$ cat config.mk
export PLATFORM = sky130hd
export DESIGN_NAME = instr_fetch_queue
export DESIGN_NICKNAME = d
export VERILOG_FILES = /design/src/rtl/instr_fetch_queue.sv
export SDC_FILE = /design/constraint.sdc
export NUM_CORES = 1
export LEC_CHECK = 0
export CAP_MARGIN = 20
export CORE_MARGIN = 1
export CORE_UTILIZATION = 40
export DETAILED_ROUTE_END_ITERATION = 7
export MAX_ROUTING_LAYER = met4
export PLACE_DENSITY = 0.66
export SLEW_MARGIN = 5
export SYNTH_ARGS = -nofsm -noshare
export SYNTH_HDL_FRONTEND = slang
export SYNTH_SLANG_ARGS = --single-unit
$ cat constraint.sdc
create_clock -name clk -period 13.8 [get_ports clk]
set_input_delay 2.07 -clock clk [delete_from_list [all_inputs] [get_ports clk]]
set_output_delay 2.07 -clock clk [all_outputs]
set_load 0.005 [all_outputs]
$ cat src/rtl/instr_fetch_queue.sv
// Instruction fetch queue: issues sequential word fetches, buffers returned words with
// their PCs in an in-order circular queue, and hands one instruction per cycle to decode.
// A redirect flushes the queue and counts still-due responses so they are discarded.
module instr_fetch_queue #(
  parameter logic [31:0] RESET_PC = 32'h0000_0000,
  parameter int unsigned DEPTH    = 4
) (
  input  logic        clk,
  input  logic        rst,
  output logic        imem_req,
  output logic [31:0] imem_addr,
  input  logic        imem_gnt,
  input  logic        imem_rvalid,
  input  logic [31:0] imem_rdata,
  input  logic        redirect_valid,
  input  logic [31:0] redirect_pc,
  output logic        if_valid,
  input  logic        if_ready,
  output logic [31:0] if_instr,
  output logic [31:0] if_pc
);

  localparam int unsigned PtrW = $clog2(DEPTH);
  localparam int unsigned CntW = $clog2(DEPTH + 1);
  localparam logic [CntW:0] DepthCmp = (CntW + 1)'(DEPTH);
  localparam logic [31:0] Nop = 32'h0000_0013;

  logic [31:0]     fetch_pc_q, fetch_pc_d;
  logic [31:0]     slot_pc_q [DEPTH];
  logic [31:0]     slot_pc_d [DEPTH];
  logic [31:0]     slot_instr_q [DEPTH];
  logic [31:0]     slot_instr_d [DEPTH];
  logic [DEPTH-1:0] slot_filled_q, slot_filled_d;
  logic [PtrW-1:0] head_q, head_d;
  logic [PtrW-1:0] alloc_q, alloc_d;
  logic [PtrW-1:0] fill_q, fill_d;
  logic [CntW-1:0] alloc_cnt_q, alloc_cnt_d;
  logic [CntW-1:0] drop_cnt_q, drop_cnt_d;

  logic [CntW-1:0] filled_cnt;
  logic [CntW:0]   occupancy;
  logic            grant, rsp_drop, rsp_fill, pop;
  logic            unused_redirect_lo;

  // Low address bits of a redirect target are ignored.
  assign unused_redirect_lo = ^redirect_pc[1:0];

  // Number of allocated slots already holding data; the rest still await a response.
  always_comb begin
    filled_cnt = '0;
    for (int i = 0; i < DEPTH; i++) begin
      filled_cnt = filled_cnt + CntW'(slot_filled_q[i]);
    end
  end

  // Outputs are derived from registered state only (plus redirect/reset for the request).
  assign occupancy = {1'b0, alloc_cnt_q} + {1'b0, drop_cnt_q};
  assign imem_req  = !rst && !redirect_valid && (occupancy < DepthCmp);
  assign imem_addr = fetch_pc_q;
  assign if_valid  = (alloc_cnt_q != '0) && slot_filled_q[head_q];
  assign if_instr  = if_valid ? slot_instr_q[head_q] : Nop;
  assign if_pc     = if_valid ? slot_pc_q[head_q] : 32'h0;

  // Next-state: grant/response/pop apply together; redirect overrides and flushes.
  always_comb begin
    fetch_pc_d    = fetch_pc_q;
    slot_pc_d     = slot_pc_q;
    slot_instr_d  = slot_instr_q;
    slot_filled_d = slot_filled_q;
    head_d        = head_q;
    alloc_d       = alloc_q;
    fill_d        = fill_q;
    alloc_cnt_d   = alloc_cnt_q;
    drop_cnt_d    = drop_cnt_q;

    grant    = imem_req && imem_gnt;
    rsp_drop = imem_rvalid && (drop_cnt_q != '0);
    rsp_fill = imem_rvalid && (drop_cnt_q == '0);
    pop      = if_valid && if_ready;

    if (redirect_valid) begin
      fetch_pc_d    = {redirect_pc[31:2], 2'b00};
      slot_filled_d = '0;
      head_d        = '0;
      alloc_d       = '0;
      fill_d        = '0;
      alloc_cnt_d   = '0;
      // Every response still due is dropped; one arriving now is already accounted for,
      // either by consuming a pending slot or by retiring an earlier drop.
      drop_cnt_d    = drop_cnt_q + (alloc_cnt_q - filled_cnt) - CntW'(imem_rvalid);
    end else begin
      if (rsp_drop) begin
        drop_cnt_d = drop_cnt_q - CntW'(1);
      end
      if (rsp_fill) begin
        slot_instr_d[fill_q]  = imem_rdata;
        slot_filled_d[fill_q] = 1'b1;
        fill_d                = fill_q + PtrW'(1);
      end
      if (pop) begin
        slot_filled_d[head_q] = 1'b0;
        head_d                = head_q + PtrW'(1);
      end
      if (grant) begin
        slot_pc_d[alloc_q]     = fetch_pc_q;
        slot_filled_d[alloc_q] = 1'b0;
        alloc_d                = alloc_q + PtrW'(1);
        fetch_pc_d             = fetch_pc_q + 32'd4;
      end
      alloc_cnt_d = alloc_cnt_q + CntW'(grant) - CntW'(pop);
    end
  end

  // State registers with asynchronous reset.
  always_ff @(posedge clk or posedge rst) begin
    if (rst) begin
      fetch_pc_q    <= RESET_PC;
      slot_filled_q <= '0;
      head_q        <= '0;
      alloc_q       <= '0;
      fill_q        <= '0;
      alloc_cnt_q   <= '0;
      drop_cnt_q    <= '0;
      for (int i = 0; i < DEPTH; i++) begin
        slot_pc_q[i]    <= '0;
        slot_instr_q[i] <= '0;
      end
    end else begin
      fetch_pc_q    <= fetch_pc_d;
      slot_pc_q     <= slot_pc_d;
      slot_instr_q  <= slot_instr_d;
      slot_filled_q <= slot_filled_d;
      head_q        <= head_d;
      alloc_q       <= alloc_d;
      fill_q        <= fill_d;
      alloc_cnt_q   <= alloc_cnt_d;
      drop_cnt_q    <= drop_cnt_d;
    end
  end

endmodule

---- After elaboration in Yosys (flattened, before gate mapping) ----
Cells that the tools add are included.
Widths: inputs -> output; s select.
storage, ports and cells
  flip-flop bits (word level) ............. 304
  latch bits .............................. 0
  memory bits (writable) .................. 0
  ROM bits ................................ 0
  input port bits ......................... 70
  output and inout port bits .............. 98
  word-level logic and storage cells ...... 112
  memories kept ........................... 0
operators by class
  add/sub/neg operators ................... 14
  multiply operators ...................... 0
  div/mod/pow operators ................... 0
  order comparisons ....................... 12
  equality and inequality tests ........... 0
  shifts and indexed selects .............. 0
  mux-type cells .......................... 39
  bitwise logic cells ..................... 9
  reduce and logical (&&, ||, !) cells .... 23
operator list
  operator               count
  $mux 32                10
  $bwmux 128             2
  $bmux 32 s2            2
  $demux 32 s2           2
  $add 32x3->32 const B  1
  $mux 4                 6
  $logic_and 1x1->1      12
  $mux 2                 6
  $ge 3x3->1 const B     3
  $lt 2x3->1 const B     3
  $mux 3                 3
  $not 2->3              3
  $and 4x4->4            2
  $not 4->4              2
  $reduce_bool 2->1      4
  $add 2x1->2 const B    3
  $add 3x1->3            2
  $demux 1 s2            3
  $ge 2x1->1 const B     3
  $lt 3x1->1 const B     2
  $reduce_bool 3->1      2
  $sub 3x1->3            2
  $add 3x3->4            1
  $lt 4x3->1 const B     1
  12 further kinds       17

---- Depth between registers and ports, before layout ----
Gate-level depths: netlist of run 1.
  depth in word-level cells ............... 13
  mapped depth ............................ 13
  gate-level depth less buffers ........... 12

---- Worst setup path after synthesis of run 1 ----
Ideal clock, no wire load.
  path type ............................... input to register
  start point ............................. input imem_rvalid
  end point ............................... register drop_cnt_q[2]
  setup time .............................. 0.123 ns
  arrival ................................. 4.994 ns
  data required time ...................... 13.677 ns
  setup slack ............................. 8.683 ns
  stages .................................. 12
  path buffers ............................ 0
  cell sequence ........................... inv_1 fa_1 inv_1 fa_1 fa_1 fa_1 inv_1 fa_1 xnor2_1 xnor2_1 a21oi_1 xnor2_1
on the way
  word-level cells in the longest chain between the ends .. 2
  elaborated cells between the ends (all ways) .. 4
  those cells by class .................... 1 x add/sub; 1 x mux; 2 x reduce/logical
RTL lines
  element                                                  RTL line  RTL
  start, declared                                          13        input logic imem_rvalid,
  $sub 3x1->3 / $logic_and 1x1->1 (equally long branches)  90, 77
  $mux 3 / $reduce_bool 2->1 (equally long branches)       --
  end signal, assigned                                     137       drop_cnt_q <= drop_cnt_d;
  end, declared                                            38        logic [CntW-1:0] drop_cnt_q, drop_cnt_d;
Several ways; a longest one is shown, not always the timed one.
A chain may end at the register's enable or synchronous reset.

---- Worst setup path after layout of run 1 ----
  start point ............................. register head_q[0]
  end point ............................... output if_instr[1]
on the way
  word-level cells in the longest chain between the ends .. 5
  elaborated cells between the ends (all ways) .. 8
  those cells by class .................... 6 x mux; 1 x bitwise; 1 x reduce/logical
RTL lines
  element                                     RTL line  RTL
  start, declared                             34        logic [PtrW-1:0] head_q, head_d;
  start signal, assigned                      119       head_q <= '0;
  start signal, assigned                      133       head_q <= head_d;
  $not 2->3 (implied by the code)             61        assign if_instr = if_valid ? slot_instr_q[head_q] : Nop;
  $bmux 32 s2                                 61
  $mux 32 (implied by the code) (2 in a row)  61
  $mux 32 *                                   61
  end, declared                               19        output logic [31:0] if_instr,
Mark *: on every way between the ends. The rest lies on a longest branch, timed or not. The select of a mux whose other input is x is not followed.

==> results of run 1 <==
==> report_power, final <==
group / switching (mW) / internal, mW / leakage, nW
combinational: 0.203 / 0.315 / 3.41
sequential: 0.116 / 1.06 / 3.91
clock: 0.347 / 0.519 / 0.531
total: 0.666 / 1.89 / 7.85
==> final cells by class <==
type / instances / area, um^2 / share of cell area
Inverter: 27 / 109 / 0.00636
Sequential cell: 294 / 7360 / 0.430
Multi-Input combinational cell: 637 / 6260 / 0.366
Tap cell: 455 / 569 / 0.0333
Timing Repair Buffer: 176 / 1740 / 0.102
Clock inverter: 4 / 23.8 / 0.00139
Clock buffer: 55 / 1050 / 0.0614
Antenna cell: 1 / 2.50 / 0.000146
==> sequential cells by signal, summed over array words and instances, names as in the netlist <==
name           count
drop_cnt_q         3
slot_instr_q     128
alloc_q            2
fill_q             2
slot_filled_q      4
alloc_cnt_q        3
slot_pc_q        120
imem_addr         30
head_q             2
==> worst min-delay path by stage <==
stage                                   to  slack, ns  depth (start not counted)              from
final                        slot_pc_q[49]       0.48                          2     slot_pc_q[49]
after CTS                    slot_pc_q[49]       0.48                          2     slot_pc_q[49]
after floorplan              slot_pc_q[36]       0.44                          2     slot_pc_q[36]
after global placement      slot_pc_q[106]       0.46                          2    slot_pc_q[106]
after global routing      slot_instr_q[41]       0.51                          1  slot_instr_q[41]
after detailed placement     slot_pc_q[70]       0.47                          2     slot_pc_q[70]
==> cells in the final DEF (no fill, tap or decap), drive strengths merged, types with 7 or more instances in the layout <==
master	instances
and3	63
a21oi	7
mux4	63
buf	16
nand4	10
o211ai	8
o21ai	37
xnor2	13
nor2	19
dfrtp	294
o311ai	7
clkdlybuf4s50	160
clkbuf	55
nand3	25
mux2	232
inv	28
nand2	66
ha	22
==> cells by family (layout without fill, tap and decap cells) <==
family                     Yosys count  in the layout
and+or+nand+nor                    209            209
xor gates and xnor gates            18             18
adders and majority gates           28             28
buffers and inverters              108            262
DFF                                294            294
other                                1              5
muxes                              299            299
AOI/OAI and AO/OA                   79             79
==> per-layer routing <==
| metal | GRT usage | wire length [um] | vias up | part of all wire |
|---|---|---|---|---|
| met3 | 0.0348 | 1730 | 44 | 0.051 |
| met5 | - | 0 | - | 0 |
| met1 | 0.267 | 15400 | 4692 | 0.45 |
| met2 | 0.318 | 16100 | 253 | 0.48 |
| li1 | - | - | 4065 | - |
| met4 | 0.0481 | 616 | 0 | 0.018 |
==> worst max-delay path: stages, from the launching register on <==
cell and delay, ns:
sky130_fd_sc_hd__dfrtp_4 0.87, sky130_fd_sc_hd__mux4_2 0.82, sky130_fd_sc_hd__buf_4 0.50, sky130_fd_sc_hd__nand2_1 0.16, sky130_fd_sc_hd__or2_2 0.32, sky130_fd_sc_hd__clkdlybuf4s50_1 0.44
==> reports/qor.yml, run 1 <==
synthDominantCellAreaShare: 0.524
hold-worst-slack_ns: 0.481
synth.avg_cell_area_um2: 13.5
area_contributors_post_synth: "sky130_fd_sc_hd__dfrtp_1, sky130_fd_sc_hd__mux2_2, sky130_fd_sc_hd__mux4_2"
maxSlewHeadroom: 0.318
ant_nets: 0
tritoncts: "built"
post_synthesis_compound_gate_area_fraction: 0.0360
instance_count_after_placement_with_tap_cells_included: 1588
post-route-util: 0.496
synth-warning-count: 0
die_h_um: 189
finished_layout_cells: 1649
layout.filler_cells: 3059
detailed_route_iter0_violations: 461
timing.critical_path.from_type: "flop"
drive_above_1_share: 0.315
cts-buffers-inserted: 34
die_width_um: 189
grt_setup_unrepaired: "false"
timing.final.ws_setup_ns: 8.09
synthXorXnorAreaFrac: 0.0112
fp.dieArea_um2: 35800
synth_edf_count: 0
report.final.hold_viol_count: 0
place.gp.congestion: 0.781
globalRouteTotalUtil: 0.200
avgViaCountPerCell: 5.49
post-dp-hpwl_mm: 20.3
finish.net_count: 1268
fmaxAchievable_ghz: 0.175
synth_top_cells_by_count: "sky130_fd_sc_hd__dfrtp_1, sky130_fd_sc_hd__mux2_2, sky130_fd_sc_hd__nand2_1"
timing_endpoint_of_the_critical_path: "if_instr[1]"
netlist_area_um2: 14000
critical_path_class: "reg -> out"
synth_cell_types: 48
ff2ff_path_depth: 10
postLayoutCellArea_um2: 17100
power_density_nw_per_um2: 149
postPlaceCellArea_um2: 16000
grt_antenna_before_repair: 1
design_power_total_mw: 2.56
timing.critical_path.fanout_max: 34
synth_seq_area_share: 0.524
finalMaxSlewViolations: 0
num_vias: 9054
layout_area_overhead_pct: 21.9
tns_ns: 0
post_synthesis_async_set_or_reset_flop_share: 1.00
tightestPinTransition_ns: 1.02
postSynth.topFlopCell: "sky130_fd_sc_hd__dfrtp_1"
max_cap_viol_count: 0
clk_slew_on_worst_s_h_paths_ns: 0.06
worstHoldPathType: "reg -> reg"
end_kind: "primary output"
drt_pre_antenna_iters: 5
post-route-period-util: 0.414
wire_per_inst_um: 20.5
grt_max_degree: 150
htree_num_levels: 2
static-leakage-power_nw: 7.85
netlist.top_cell.by_area: "sky130_fd_sc_hd__dfrtp_1"
cp.arrival_ns: 3.64
synth-adder-area-share: 0.0282
peakVddDrop_mv: 0.0849
cts_num_sinks: 294
worst_slack_after_detailed_placement_ns: 8.04
fin_crit_ns: 5.71
final.setup_skew_ns: 0.0208
first_global_vias: 9429
launching_point_of_the_worst_reg2reg_path: "head_q[0]"
rows: 68
design.portCount: 168
worstSetupStartpoint: "head_q[0]"
main_combinational_cell_family_by_area_after_synthesis: "multiplexers"
core_area_um2: 34500
cts_setup_buffers: 0
rrSetupSlack_ns: 9.91
postSynthCellCount: 1036
cts_repair_resize_count: 0
yosys.cell_count.top_type: "sky130_fd_sc_hd__dfrtp_1"
setup_violations: 0
initial_utilization: 0.406
synth_seq_cells: 294
route.detailed.drc: 0
insertion_delay_ns: 0.51
synth.area.mux_share: 0.290
status: "complete, no violations"
detail_route.wirelength_mm: 33.8
rr_endpoint: "alloc_cnt_q[2]"
cts_hold_buf: 0
max-clock-path-buffers: 3
grt_overflow_total: 0
synth_simple_gate_area_share: 0.0785
global_route_wire_length_before_repair_mm: 54.3
placement.io_buffers: 161
clock_tree.root_cell: "sky130_fd_sc_hd__clkbuf_16"
worst_ep_required_time_ns: 11.73
No activity file was read; power rests on OpenSTA's default activity.
==> run 2, diff against run 1 <==
==> constraint.sdc (replaced) <==
create_clock -name clk -period 5.4 [get_ports clk]
set_input_delay 0.81 -clock clk [delete_from_list [all_inputs] [get_ports clk]]
set_output_delay 0.81 -clock clk [all_outputs]
set_load 0.005 [all_outputs]
==> reports/qor.yml, run 2 (synthesis results as in run 1) <==
max_stage_delay_ns: 0.86  # about the same
design_power_total_mw: 6.74  # +160%
setup_violations: 0  # unchanged
cp_top_family: "buffers and inverters"
post-dp-hpwl_mm: 20.1  # -0.70%
detail_route.wirelength_mm: 33.8  # +0.11%
maxSlewHeadroom: 0.247  # -0.0710
cts_hold_buf: 0  # unchanged
largest_register: "slot_instr_q"
initial_utilization: 0.406  # unchanged
status: "complete, no violations"
finished_layout_cells: 1655  # +0.36%
most-common-layout-cells: "sky130_fd_sc_hd__dfrtp_1, sky130_fd_sc_hd__mux2_2, sky130_fd_sc_hd__clkdlybuf4s50_1, sky130_fd_sc_hd__nand2_1"
route.detailed.drc: 0  # unchanged
layout_commonest_cell: "sky130_fd_sc_hd__dfrtp_1"
end_kind: "primary output"
timing.critical_path.cells: "buf_4 > mux4_2 > and3_1 > clkdlybuf4s50_1"
die_width_um: 189  # unchanged
placement.io_buffers: 161  # unchanged
max-clock-path-buffers: 3  # unchanged
post-route-util: 0.499  # +0.00391
cp.arrival_ns: 3.19  # -0.45 ns
power_density_nw_per_um2: 391  # +160%
clock_tree.root_cell: "sky130_fd_sc_hd__clkbuf_16"
grt_overflow_total: 0  # unchanged
instance_count_after_placement_with_tap_cells_included: 1594  # +0.38%
htree_num_levels: 2  # unchanged
die_h_um: 189  # unchanged
clk_slew_on_worst_s_h_paths_ns: 0.06  # about the same
worst_ep_required_time_ns: 4.59  # -7.14 ns
tns_ns: 0  # unchanged
grt_antenna_before_repair: 1  # unchanged
final.setup_skew_ns: 0.0255  # +0.00472 ns
crit_path_top_delay_cell: "sky130_fd_sc_hd__dfrtp_4"
fp.dieArea_um2: 35800  # unchanged
num_vias: 9050  # -0.044%
post-route-period-util: 0.742
rows: 68  # unchanged
worstHoldPathType: "reg -> reg"
critical_path_class: "reg -> out"
static-leakage-power_nw: 7.92  # +0.85%
grt_max_degree: 150  # unchanged
largest_reg_flops: 128  # unchanged
worst_slack_after_detailed_placement_ns: 0.926  # -7.11 ns
avgViaCountPerCell: 5.47  # -0.41%
cts_repair_resize_count: 0  # unchanged
report.final.hold_viol_count: 0  # unchanged
layout_area_overhead_pct: 22.9
layout.filler_cells: 3032  # -0.88%
global_route_wire_length_before_repair_mm: 54.3  # about the same
finalMaxSlewViolations: 0  # unchanged
worstPathBufferInverterCount: 2  # unchanged
tritoncts: "built"
first_global_vias: 9514  # +0.90%
fin_crit_ns: 4.00
finish.net_count: 1273  # +0.39%
ant_nets: 0  # unchanged
cts_setup_buffers: 0  # unchanged
peakVddDrop_mv: 0.208  # +140%
timing.critical_path.fanout_max: 29  # -15%
design.portCount: 168  # unchanged
fmaxAchievable_ghz: 0.250
core_area_um2: 34500  # unchanged
insertion_delay_ns: 0.51  # about the same
cts_num_sinks: 294  # unchanged
tightestPinTransition_ns: 1.13  # +0.110 ns
wire_per_inst_um: 20.4  # -0.25%
timing.final.ws_setup_ns: 1.40  # -6.70 ns
globalRouteTotalUtil: 0.199  # -0.00120
timing.critical_path.from_type: "flop"
max_cap_viol_count: 0  # unchanged
cts-buffers-inserted: 34  # unchanged
place.gp.congestion: 0.761  # -2.6%
drt_pre_antenna_iters: 6  # +1
grt_setup_unrepaired: "false"
detailed_route_iter0_violations: 490  # +6.3%
drive_above_1_share: 0.319  # +0.00426
==> run 2: cell count changes in the layout (fill, tap and decap cells not counted), sizes merged <==
cell,change
buf,+5
inv,-1
bufinv,+4
clkbuf,-6
clkinv,+2
clkinvlp,+2
==> run 2: where the power goes <==
group,internal [mW],switching (mW)
sequential,2.70,0.299
clock,1.50,0.915
combinational,0.806,0.516
total,5.01,1.73
==> run 2: final timing paths <==
path,slack (ns),from,cells past startpoint,endpoint
max in group asynchronous,3.71,rst,3,head_q[0]
worst max register to register,1.91,slot_filled_q[0],12,drop_cnt_q[2]
worst max-delay path,1.40,head_q[0],4,if_instr[18]
min in group asynchronous,0.89,rst,3,fill_q[0]
worst min register to register,0.48,slot_pc_q[4],2,slot_pc_q[4]
worst min-delay path,0.48,slot_pc_q[4],2,slot_pc_q[4]
==> run 2: area by class of cell <==
type / instances / area [um^2] / area share
inverters: 27 / 105 / 0.00609
clock buffers: 49 / 1020 / 0.0590
repair buffers: 181 / 1780 / 0.103
diodes: 1 / 2.50 / 0.000145
flip-flops and latches: 294 / 7360 / 0.427
multi-input cells: 637 / 6250 / 0.362
clock inverters: 11 / 165 / 0.00957
well taps: 455 / 569 / 0.0330
==> run 2: layer usage <==
metal,global-route usage,part of all wire,vias up
met1,0.274,0.47,4710
met5,-,0,-
met3,0.0293,0.044,47
met4,0.0434,0.016,0
met2,0.312,0.47,233
li1,-,-,4060
==> run 2: stage by stage <==
step / area (um^2) / hold WS, ns
after CTS: 17300 / 0.484
final: 17300 / 0.478
after global routing: 17300 / 0.501
after global placement: 16100 / 0.457
after detailed placement: 16100 / 0.471
after floorplan: 14100 / 0.445
==> run 2: worst register-to-register path, cell delays in order (launching register included) <==
cell and delay [ns]:
sky130_fd_sc_hd__dfrtp_1 0.37, sky130_fd_sc_hd__inv_1 0.07, sky130_fd_sc_hd__fa_1 0.50, sky130_fd_sc_hd__inv_1 0.05, sky130_fd_sc_hd__fa_1 0.38, sky130_fd_sc_hd__fa_1 0.48, sky130_fd_sc_hd__fa_1 0.49, sky130_fd_sc_hd__inv_1 0.05
sky130_fd_sc_hd__fa_1 0.44, sky130_fd_sc_hd__xnor2_1 0.17, sky130_fd_sc_hd__xnor2_1 0.13, sky130_fd_sc_hd__a21oi_1 0.09, sky130_fd_sc_hd__xnor2_1 0.16
==> run 3, diff against run 2 <==
==> constraint.sdc (replaced) <==
create_clock -name clk -period 3.8 [get_ports clk]
set_input_delay 0.57 -clock clk [delete_from_list [all_inputs] [get_ports clk]]
set_output_delay 0.57 -clock clk [all_outputs]
set_load 0.005 [all_outputs]
==> reports/qor.yml, run 3 (synthesis results as in run 1) <==
critical_path_class: "reg -> reg"
grt_overflow_total: 0  # unchanged
cts-buffers-inserted: 35  # +2.9%
die_width_um: 189  # unchanged
cp.arrival_ns: 3.88  # +0.69 ns
grt_antenna_before_repair: 1  # unchanged
peakVddDrop_mv: 0.273  # +32%
tritoncts: "built"
postPlaceCellArea_um2: 16100  # +0.47%
detailed_route_iter0_violations: 542  # +11%
max-clock-path-buffers: 3  # unchanged
globalRouteTotalUtil: 0.199  # +0.000502
ant_nets: 0  # unchanged
whs_path_depth: 2  # unchanged
fmaxAchievable_ghz: 0.285
global_route_wire_length_before_repair_mm: 54.2  # -0.14%
route.detailed.drc: 0  # unchanged
grt_setup_unrepaired: "false"
setup_violations: 0  # unchanged
place.gp.congestion: 0.771  # +1.3%
rr_endpoint: "drop_cnt_q[2]"
layout_area_overhead_pct: 23.4
post-dp-hpwl_mm: 20.6  # +2.1%
clock_tree.root_cell: "sky130_fd_sc_hd__clkbuf_16"
postLayoutCellArea_um2: 17300  # +0.38%
hold_path_startpoint: "slot_pc_q[70]"
timing.critical_path.from_type: "flop"
hold-worst-slack_ns: 0.476  # -0.00193 ns
post-route-period-util: 0.922
design.portCount: 168  # unchanged
drt_pre_antenna_iters: 5  # -1
fin_crit_ns: 3.50
max_cap_viol_count: 0  # unchanged
most-common-layout-cells: "sky130_fd_sc_hd__dfrtp_1, sky130_fd_sc_hd__mux2_2, sky130_fd_sc_hd__clkdlybuf4s50_1, sky130_fd_sc_hd__nand2_1"
rows: 68  # unchanged
wire_per_inst_um: 20.5  # +0.44%
tightestPinTransition_ns: 0.748  # -0.381 ns
insertion_delay_ns: 0.50  # about the same
finalMaxSlewViolations: 0  # unchanged
end_kind: "flop"
finish.net_count: 1279  # +0.47%
timing.critical_path.fanout_max: 3  # -90%
htree_num_levels: 2  # unchanged
launching_point_of_the_worst_reg2reg_path: "slot_filled_q[0]"
cts_setup_buffers: 0  # unchanged
met1_usage: 0.277  # +0.00307
fp.dieArea_um2: 35800  # unchanged
largest_reg_flops: 128  # unchanged
report.final.hold_viol_count: 0  # unchanged
worstHoldPathType: "reg -> reg"
placement.io_buffers: 161  # unchanged
static-leakage-power_nw: 7.96  # +0.47%
avgViaCountPerCell: 5.51  # +0.82%
worst_ep_required_time_ns: 4.18  # -0.41 ns
power_density_nw_per_um2: 552  # +41%
core_area_um2: 34500  # unchanged
initial_utilization: 0.406  # unchanged
final.setup_skew_ns: 0.0158  # -0.00976 ns
num_vias: 9157  # +1.2%
grt_max_degree: 95  # -37%
endpoint_of_the_worst_hold_path: "slot_pc_q[70]"
layout.filler_cells: 3040  # +0.26%
first_global_vias: 9481  # -0.35%
largest_register: "slot_instr_q"
gr-usage-met2: 0.308  # -0.00396
layout_commonest_cell: "sky130_fd_sc_hd__dfrtp_1"
rrSetupSlack_ns: 0.30  # -1.61 ns
maxSlewHeadroom: 0.501  # +0.254
grt.busiest_layer: "met2"
worstSetupStartpoint: "slot_filled_q[0]"
cts_num_sinks: 294  # unchanged
detail_route.wirelength_mm: 34.1  # +0.80%
die_h_um: 189  # unchanged
clk_slew_on_worst_s_h_paths_ns: 0.06  # about the same
ff2ff_path_depth: 12  # unchanged
drive_above_1_share: 0.320  # +0.000899
status: "complete, no violations"
grt_use_met3: 0.0308  # +0.00148
[run 3: cell count changes in the layout (fill, tap and decap cells not counted), moves of 2 or more]
| cell | change |
|---|---|
| sky130_fd_sc_hd__clkbuf_8 | -2 |
| sky130_fd_sc_hd__buf_12 | +3 |
| sky130_fd_sc_hd__buf_4 | +2 |
| sky130_fd_sc_hd__clkbuf_1 | +4 |
| sky130_fd_sc_hd__clkbuf_16 | +2 |
[run 3: final cells by class]
type                       instances  area, um^2  area share
inverter                          27         105     0.00607
multi-input combinational        637        6250       0.361
tap                              455         569      0.0329
clock buffer                      53        1060      0.0610
timing repair buffer             186        1860       0.107
clock inverter                     8         115     0.00665
sequential                       294        7360       0.425
antenna                            1        2.50    0.000144
[run 3: repair_timing]
action	CTS	global route
endpoints found under the setup margin	0	1
hold buffers	0	0
resized for setup	0	2
[run 3: per-layer routing]
layer  vias up  part of all wire
li1       4081                 -
met1      4744              0.46
met5         -                 0
met2       283              0.47
met3        49             0.056
met4         0             0.017
[run 3: worst max-delay path by stage]
stage | to | slack, ns | depth (start not counted)
6_report | drop_cnt_q[2] | 0.30 | 12
5_1_grt | drop_cnt_q[2] | 0.12 | 12
4_1_cts | drop_cnt_q[2] | 0.02 | 13
3_5_place_dp | drop_cnt_q[2] | -0.49 | 13
3_3_place_gp | drop_cnt_q[2] | -0.42 | 13
2_1_floorplan | alloc_cnt_q[0] | -0.67 | 1
[run 3: critical path: stages, from the launching register on]
cell and delay (ns):
sky130_fd_sc_hd__dfrtp_1 0.36, sky130_fd_sc_hd__inv_1 0.06, sky130_fd_sc_hd__fa_1 0.50, sky130_fd_sc_hd__inv_1 0.05
sky130_fd_sc_hd__fa_1 0.38, sky130_fd_sc_hd__fa_1 0.46, sky130_fd_sc_hd__fa_1 0.49, sky130_fd_sc_hd__inv_1 0.05
sky130_fd_sc_hd__fa_1 0.43, sky130_fd_sc_hd__xnor2_1 0.20, sky130_fd_sc_hd__xnor2_1 0.14, sky130_fd_sc_hd__a21oi_1 0.09
sky130_fd_sc_hd__xnor2_1 0.17
[run 3: power by group]
group / leakage, nW / switching [mW] / total [mW] / internal (mW)
Clock: 0.579 / 1.27 / 3.39 / 2.11
Combinational: 3.47 / 0.744 / 1.90 / 1.16
Sequential: 3.91 / 0.428 / 4.27 / 3.84
Total: 7.96 / 2.44 / 9.56 / 7.11
[run 3: metrics by stage]
stage	total power [mW]	setup WS [ns]	std cells	setup TNS, ns	util
2_1_floorplan	5.60	-0.673	1039	-197.90	-
3_3_place_gp	6.13	-0.419	1599	-0.489	0.467
3_5_place_dp	6.23	-0.485	1599	-0.608	0.467
4_1_cts	9.67	0.0156	1660	0	0.501
5_1_grt	10.1	0.119	1661	0	0.501
6_report	9.56	0.295	1661	0	0.501
